===== config.mk =====
export PLATFORM = sky130hd
export DESIGN_NAME = ds_scratchpad_check
export DESIGN_NICKNAME = d
export VERILOG_FILES = /design/src/rtl/ds_scratchpad_check.sv
export SDC_FILE = /design/constraint.sdc
export NUM_CORES = 1
export LEC_CHECK = 0
export ABC_CLOCK_PERIOD_IN_PS = 2400
export BUFFER_PORTS_ARGS = -buffer_cell sky130_fd_sc_hd__buf_2
export CORE_MARGIN = 5
export CORE_UTILIZATION = 43
export DETAILED_ROUTE_END_ITERATION = 7
export PLACE_DENSITY = 0.69
export SETUP_SLACK_MARGIN = 0.15
export SYNTH_ARGS = -nofsm -noshare
export SYNTH_HDL_FRONTEND = slang
export SYNTH_SLANG_ARGS = --single-unit
export TNS_END_PERCENT = 1

===== constraint.sdc =====
create_clock -name clk -period 2.4 [get_ports clk]
set_clock_uncertainty 0.05 [all_clocks]
set_input_delay 0.24 -clock clk [delete_from_list [all_inputs] [get_ports clk]]
set_output_delay 0.24 -clock clk [all_outputs]
set_load 0.005 [all_outputs]

===== src/rtl/ds_scratchpad_check.sv =====
// DS18B20 scratchpad checker: bit-serial Dallas CRC-8 over bytes 0..7, bus-fault
// rejection, and validated temperature / power-on flag / hysteretic alarm / error count.
module ds_scratchpad_check #(
  parameter logic signed [15:0] T_HI  = 16'sd1280,
  parameter logic signed [15:0] T_LO  = 16'sd1200,
  parameter int                 ERR_W = 8
) (
  input  logic              clk,
  input  logic              rst,
  input  logic              done,
  input  logic [71:0]       T_data,
  output logic              busy,
  output logic              temp_valid,
  output logic [15:0]       temp_raw,
  output logic              por_flag,
  output logic              alarm,
  output logic              crc_err,
  output logic              bus_fault,
  output logic [ERR_W-1:0]  err_cnt
);

  typedef enum logic [2:0] {S_IDLE, S_CAPTURE, S_CRC, S_CHECK, S_RESULT} state_t;
  typedef enum logic [1:0] {RES_OK, RES_CRC, RES_BUS} res_t;

  state_t            state_q, state_d;
  res_t              res_q, res_d;
  logic              done_dly_q, done_dly_d;
  logic              pending_q, pending_d;
  logic [71:0]       last_q, last_d;
  logic [71:0]       shadow_q, shadow_d;
  logic [7:0]        crc_q, crc_d;
  logic [5:0]        cnt_q, cnt_d;
  logic [15:0]       temp_q, temp_d;
  logic              por_q, por_d;
  logic              alarm_q, alarm_d;
  logic [ERR_W-1:0]  err_q, err_d;
  logic              trig;
  logic signed [15:0] new_temp;

  function automatic logic [7:0] crc8_step(input logic [7:0] crc, input logic din);
    logic fb;
    fb = crc[0] ^ din;
    crc8_step = (crc >> 1) ^ (fb ? 8'h8C : 8'h00);
  endfunction

  function automatic logic [ERR_W-1:0] sat_inc(input logic [ERR_W-1:0] v);
    sat_inc = (v == {ERR_W{1'b1}}) ? v : v + ERR_W'(1);
  endfunction

  assign trig     = done && (!done_dly_q || (T_data != last_q));
  assign new_temp = shadow_q[15:0];

  always_ff @(posedge clk) begin
    if (rst) state_q <= S_IDLE;
    else     state_q <= state_d;
  end

  always_comb begin
    state_d = state_q;
    case (state_q)
      S_IDLE:    if (trig) state_d = S_CAPTURE;
      S_CAPTURE: state_d = S_CRC;
      S_CRC:     if (cnt_q == 6'd63) state_d = S_CHECK;
      S_CHECK:   state_d = S_RESULT;
      S_RESULT:  state_d = (pending_q || trig) ? S_CAPTURE : S_IDLE;
      default:   state_d = S_IDLE;
    endcase
  end

  always_comb begin
    busy       = (state_q != S_IDLE);
    temp_valid = (state_q == S_RESULT) && (res_q == RES_OK);
    crc_err    = (state_q == S_RESULT) && (res_q == RES_CRC);
    bus_fault  = (state_q == S_RESULT) && (res_q == RES_BUS);
  end

  // A trigger seen in CAPTURE is satisfied by the word being captured that cycle.
  always_comb begin
    done_dly_d = done;
    pending_d  = pending_q;
    last_d     = last_q;
    shadow_d   = shadow_q;
    crc_d      = crc_q;
    cnt_d      = cnt_q;
    res_d      = res_q;
    temp_d     = temp_q;
    por_d      = por_q;
    alarm_d    = alarm_q;
    err_d      = err_q;
    case (state_q)
      S_CAPTURE: begin
        shadow_d = T_data;
        last_d   = T_data;
        crc_d    = 8'h00;
        cnt_d    = 6'd0;
      end
      S_CRC: begin
        crc_d = crc8_step(crc_q, shadow_q[cnt_q]);
        cnt_d = cnt_q + 6'd1;
        if (trig) pending_d = 1'b1;
      end
      S_CHECK: begin
        if (trig) pending_d = 1'b1;
        if (shadow_q == '0 || shadow_q == '1) begin
          res_d = RES_BUS;
          err_d = sat_inc(err_q);
        end else if (crc_q != shadow_q[71:64]) begin
          res_d = RES_CRC;
          err_d = sat_inc(err_q);
        end else begin
          res_d  = RES_OK;
          temp_d = shadow_q[15:0];
          por_d  = (shadow_q[15:0] == 16'h0550);
          if (new_temp >= T_HI)      alarm_d = 1'b1;
          else if (new_temp <= T_LO) alarm_d = 1'b0;
        end
      end
      S_RESULT:  pending_d = 1'b0;
      default: ;
    endcase
  end

  always_ff @(posedge clk) begin
    if (rst) begin
      done_dly_q <= 1'b0;
      pending_q  <= 1'b0;
      last_q     <= '0;
      shadow_q   <= '0;
      crc_q      <= '0;
      cnt_q      <= '0;
      res_q      <= RES_OK;
      temp_q     <= '0;
      por_q      <= 1'b0;
      alarm_q    <= 1'b0;
      err_q      <= '0;
    end else begin
      done_dly_q <= done_dly_d;
      pending_q  <= pending_d;
      last_q     <= last_d;
      shadow_q   <= shadow_d;
      crc_q      <= crc_d;
      cnt_q      <= cnt_d;
      res_q      <= res_d;
      temp_q     <= temp_d;
      por_q      <= por_d;
      alarm_q    <= alarm_d;
      err_q      <= err_d;
    end
  end

  assign temp_raw = temp_q;
  assign por_flag = por_q;
  assign alarm    = alarm_q;
  assign err_cnt  = err_q;

endmodule


* Yosys cells after proc, flatten, opt, wreduce, memory -nomap -nowiden
Cells that the tools add are included.
Widths: inputs -> output; s select.
** Operators by class
- Add/subtract/negate cells :: 2
- Order comparisons :: 3
- Equal/unequal tests :: 15
- Mux-type cells :: 18
- Bitwise logic cells :: 4
- Reductions and logical operators :: 22
** Operator list (number)
- $eq 72x72->1 const B :: 1
- $logic_not 72->1 :: 1
- $ne 72x72->1 :: 1
- $mux 8 :: 4
- $eq 16x11->1 const B :: 1
- $ge 16x12->1 const B :: 1
- $le 16x12->1 const B :: 1
- $pmux 8 s2 :: 1
- $pmux 3 s5 :: 1
- $pmux 6 s2 :: 1
- $add 8x1->8 const B :: 1
- $eq 8x8->1 const B :: 1
- $lt 6x8->1 const B :: 1
- $ne 8x8->1 :: 1
- $reduce_bool 2->1 :: 4
- $xor 7x8->8 :: 1
- $add 6x1->6 const B :: 1
- $bmux 1 s6 :: 1
- $eq 3x2->1 const B :: 2
- $eq 6x6->1 const B :: 1
- $mux 1 :: 6
- $mux 3 :: 2
- $reduce_and 2->1 :: 3
- $logic_and 1x1->1 :: 4
- other kinds (18) :: 22
** Storage, ports and cells
- Flip-flop bits (word level) :: 119
- Bits of input ports :: 75
- Output and inout port bits :: 30
- Logic and storage cells :: 75

* Depth between registers and ports, before layout
- Depth in word-level cells :: 6
- Mapped depth :: 9
- Mapped depth without buffers :: 7

* Least setup slack after synthesis
OpenSTA, ideal clock, no wires.
- Kind :: register to register
- Start point :: register shadow_q[11]
- End point :: register err_q[7], in the netlist err_cnt[7]
- Setup time :: 0.121 ns
- Data arrival time :: 2.169 ns
- Data required time :: 2.229 ns
- Setup slack :: 0.061 ns
- Stages on the path, launching flop included :: 9
- Buffers on the path :: 1
- Period minus slack after synthesis :: 2.339 ns
- Path through :: dfxtp_1 -> or4_1 -> nor2_1 -> and3_1 -> and2_1 -> nor3_1 -> buf_2 -> nor4_1 -> mux2_2
** On the way
- Word-level cells in the longest chain between the ends :: 4
- Elaborated cells between the ends (all ways) :: 6
- Those cells by class :: 1 x eq/ne; 1 x mux; 4 x reduce/logical
** RTL lines
- start, declared :: RTL line 30 : logic [71:0] shadow_q, shadow_d;
- start signal, assigned :: RTL line 140 : shadow_q <= shadow_d;
- $eq 72x72->1 or $logic_not 72->1 (tied branches) :: RTL line 104 : if (shadow_q == '0 || shadow_q == '1) begin
- $logic_or 1x1->1 (*) :: RTL line 104
- $reduce_bool 2->1 (no source line)
- $reduce_and 2->1 (no source line)
- end signal, assigned :: RTL line 147 : err_q <= err_d;
- end, declared :: RTL line 36 : logic [ERR_W-1:0] err_q, err_d;
Every way passes the cells marked *; elsewhere a longest branch is shown, timed or not.
A chain may end at the register's enable or synchronous reset.

* Worst setup path in the final report
- Start point :: register shadow_q[37]
- End point :: register err_q[5], in the netlist err_cnt[5]
The elaborated chain is that of the path after synthesis.

==> flow_metrics.env <==
export IMPL_grt_pass1_wl_um=35800
export IMPL_viasPerCell=5.67
export IMPL_dr_pass1_iters=6
export IMPL_final_hold_violation_count=0
export IMPL_synth_edf_count=0
export IMPL_die_height_um=131
export IMPL_cp_max_fo=14
export IMPL_core_area_um2=14500
export IMPL_maxSlewHeadroom=0.542
export IMPL_setup_viol=5
export IMPL_cts_inserted_buffers=17
export IMPL_p_int_uw=4540
export IMPL_finalWorstSetupSlack_ps=-50.1
export IMPL_synthArstFlopShare=0
export IMPL_r2r_start="shadow_q[37]$_SDFFE_PP0P_"
export IMPL_num_rows=44
export IMPL_max_vdd_ir_drop_mv=0.466
export IMPL_p_per_area_nw_per_um2=746
export IMPL_grt_pass1_vias=6325
export IMPL_pwr_share_comb=0.258
export IMPL_port_buffers=104
export IMPL_rrSetupSlack_ps=-50
export IMPL_dpl_hpwl_um=17700
export IMPL_fp_dieW_um=131
export IMPL_netlist_instances=768
export IMPL_rr_endpoint="err_cnt[5]$_SDFFE_PP0P_"
export IMPL_p_clk_frac=0.395
export IMPL_gp_congestion=1.01
export IMPL_worstPathRequired_ps=2660
export IMPL_ys_ff_latch=119
export IMPL_maxSlewViolCount=0
export IMPL_start_util=0.436
export IMPL_cts_sinks=119
export IMPL_p_leak_uw=0.00352
export IMPL_reg2reg_depth=8
export IMPL_whs_path_depth=3
export IMPL_status="complete, but fails checks"
export IMPL_worst_setup_path_type="register to register"
export IMPL_worstHoldEndpoint="shadow_q[0]$_SDFFE_PP0P_"
export IMPL_final_cell_mix="155 x nand2_1, 119 x buf_4, 111 x dfxtp_1, 103 x buf_2, 83 x a21oi_1"
export IMPL_post_route_min_period_ps=2450
export IMPL_antenna_found_initial=0
export IMPL_area_growth_pct=38.6
export IMPL_drt_total_wl_um=23200
export IMPL_io_pins=105
export IMPL_cts_hold_buf=0
export IMPL_clockBufferDepth=2
export IMPL_drt_iter0_markers=669
export IMPL_seq_area_frac_synth=0.377
export IMPL_drc_errors=0
export IMPL_dieArea_um2=17200
export IMPL_drv_cap=0
export IMPL_worstPathArrival_ps=2710
export IMPL_diodes=0
export IMPL_htree_levels=4
export IMPL_yosys_warnings=0
export IMPL_hold_start="T_data[0]"
export IMPL_drive_above_1_share=0.327
export IMPL_post_place_ws_ps=-321
export IMPL_grt_max_degree=65
export IMPL_p_sw_frac=0.304
export IMPL_fmax_mhz=408
export IMPL_fin_crit_sh=1.02
export IMPL_violations="negative setup slack"
export IMPL_ant_nets=0
export IMPL_min_path_type="input port to register"
export IMPL_route_vias_total=6619
export IMPL_tightest_slew_ps=687
export IMPL_overflow=0
export IMPL_clock_root_buffer="clkbuf_16"
export IMPL_total_power_uw=6530
export IMPL_synth_area_um2=6310
export IMPL_end_kind="register"
export IMPL_rsz0062_at_grt="true"
export IMPL_critPathLaunchType="register"
export IMPL_track_usage=0.265
export IMPL_cts_tree="built"
export IMPL_syn_avg_cell_area_um2=8.22
export IMPL_synth_cell_types=54
export IMPL_final_common_cell="nand2_1"
export IMPL_fillerInstances=1289
export IMPL_nets=1049
export IMPL_clk_pin_slew_ps=60
export IMPL_synth_ff_type="dfxtp_1"
export IMPL_wl_per_cell_um=19.8
export IMPL_p_switching_uw=1980
export IMPL_synth_fp_nets=845
export IMPL_clk_latency_ps=420
export IMPL_seqPwrFrac=0.347
[area by class of cell]
class                   instances  area (um^2)  area share
clock buffers                  22          464      0.0530
flip-flops and latches        119         2390       0.273
multi-input cells             579         3870       0.442
inverters                      22         82.6     0.00944
clock inverters                 9          125      0.0143
well taps                     184          230      0.0263
repair buffers                233         1590       0.181
[state kept, by name, summed over array words and instances, names as in the netlist]
register and cells:
por_flag 1, pending_q 1, err_cnt 8, alarm 1, state_q 3, cnt_q 6, temp_raw 16, res_q 2
done_dly_q 1, crc_q 8, shadow_q 72
[metrics by stage]
step	utilization	TNS, ps	area (um^2)	instances	hold slack [ps]
detailed placement	0.547	-3600	7920	1136	417
global placement	0.547	-3900	7920	1136	404
CTS	0.599	-73.1	8670	1168	7.80
floorplan	-	0	6330	768	318
global route	0.604	-655	8750	1168	11.8
finish	0.604	-196	8750	1168	19.5
[cells in the mapped netlist, drive strengths merged, types with 2 or more instances]
cell | number | area share
a2111o | 6 | 0.011
a2111oi | 2 | 0.0028
a211oi | 2 | 0.0032
a21oi | 86 | 0.068
a221o | 2 | 0.0032
a22o | 2 | 0.0028
a22oi | 9 | 0.011
a311oi | 2 | 0.0028
and2 | 3 | 0.0030
and3 | 4 | 0.0040
buf | 12 | 0.012
clkbuf | 36 | 0.021
dfxtp | 119 | 0.38
ha | 2 | 0.0040
inv | 22 | 0.013
mux2 | 2 | 0.0036
mux2i | 20 | 0.032
mux4 | 17 | 0.064
nand2 | 156 | 0.093
nand2b | 8 | 0.0079
nand3 | 13 | 0.010
nand3b | 3 | 0.0036
nand4 | 31 | 0.031
nand4b | 2 | 0.0028
nor2 | 45 | 0.027
nor2b | 26 | 0.026
nor3 | 8 | 0.0063
nor3b | 2 | 0.0024
nor4 | 33 | 0.033
o2111ai | 2 | 0.0028
o21ai | 6 | 0.0048
o221ai | 2 | 0.0028
o22ai | 5 | 0.0050
o2bb2ai | 2 | 0.0028
o31ai | 4 | 0.0048
or3 | 4 | 0.0040
or4 | 7 | 0.0083
xnor2 | 30 | 0.042
xor2 | 21 | 0.029
[logic make-up after synthesis]
| group | count (synthesis) | synth area share |
|---|---|---|
| AO/OA/AOI/OAI | 140 | 0.138 |
| adder cells (fa/ha/maj) | 2 | 0.00396 |
| AND/OR/NAND/NOR | 347 | 0.264 |
| XOR/XNOR | 51 | 0.0707 |
| multiplexers | 39 | 0.0995 |
| flip-flops | 119 | 0.377 |
| buffers and inverters | 70 | 0.0462 |
[worst max-delay path, stage by stage (launching register included)]
cell     delay [ps]
dfxtp_2         340
nor4_4          310
nand4_1         260
nor4_2          330
buf_4           160
and2_4          170
nor3_4           90
nor4_2          290
mux2_2          360
[worst max-delay path by stage]
| stage | from | to | slack, ps | cells past startpoint |
|---|---|---|---|---|
| 5_1_grt | shadow_q[37]$_SDFFE_PP0P_ | err_cnt[5]$_SDFFE_PP0P_ | -140 | 8 |
| 2_1_floorplan | shadow_q[14]$_SDFFE_PP0P_ | err_cnt[5]$_SDFFE_PP0P_ | 110 | 8 |
| 3_3_place_gp | shadow_q[50]$_SDFFE_PP0P_ | err_cnt[5]$_SDFFE_PP0P_ | -270 | 8 |
| 3_5_place_dp | shadow_q[38]$_SDFFE_PP0P_ | err_cnt[5]$_SDFFE_PP0P_ | -320 | 8 |
| 4_1_cts | cnt_q[0]$_SDFFE_PP0P_ | crc_q[2]$_SDFFE_PP0P_ | -30 | 8 |
| 6_report | shadow_q[37]$_SDFFE_PP0P_ | err_cnt[5]$_SDFFE_PP0P_ | -50 | 8 |
[timing repair]
item / 4_1_cts / 5_1_grt
endpoints found under the hold margin: 0 / 0
setup endpoints to repair: 31 / 30
cloned: 0 / 0
buffers inserted: 1 / 0
gates resized for setup: 36 / 16
pin swaps: 10 / 11
[power by group through the flow]
stage	registers (uW)	logic (uW)	clock network (uW)
2_1_floorplan	2290	782	0
3_3_place_gp	2270	1560	0
3_5_place_dp	2280	1570	0
4_1_cts	2250	1630	2600
5_1_grt	2280	1790	2710
6_report	2260	1680	2580
[routing by layer]
metal / routed length, um / global-route usage / vias up
li1: - / - / 3158
met1: 9670 / 0.344 / 3063
met2: 10500 / 0.408 / 329
met3: 1990 / 0.0745 / 69
met4: 1050 / 0.121 / 0
met5: 0 / 0 / -
Power figures use the tool's default switching activity.
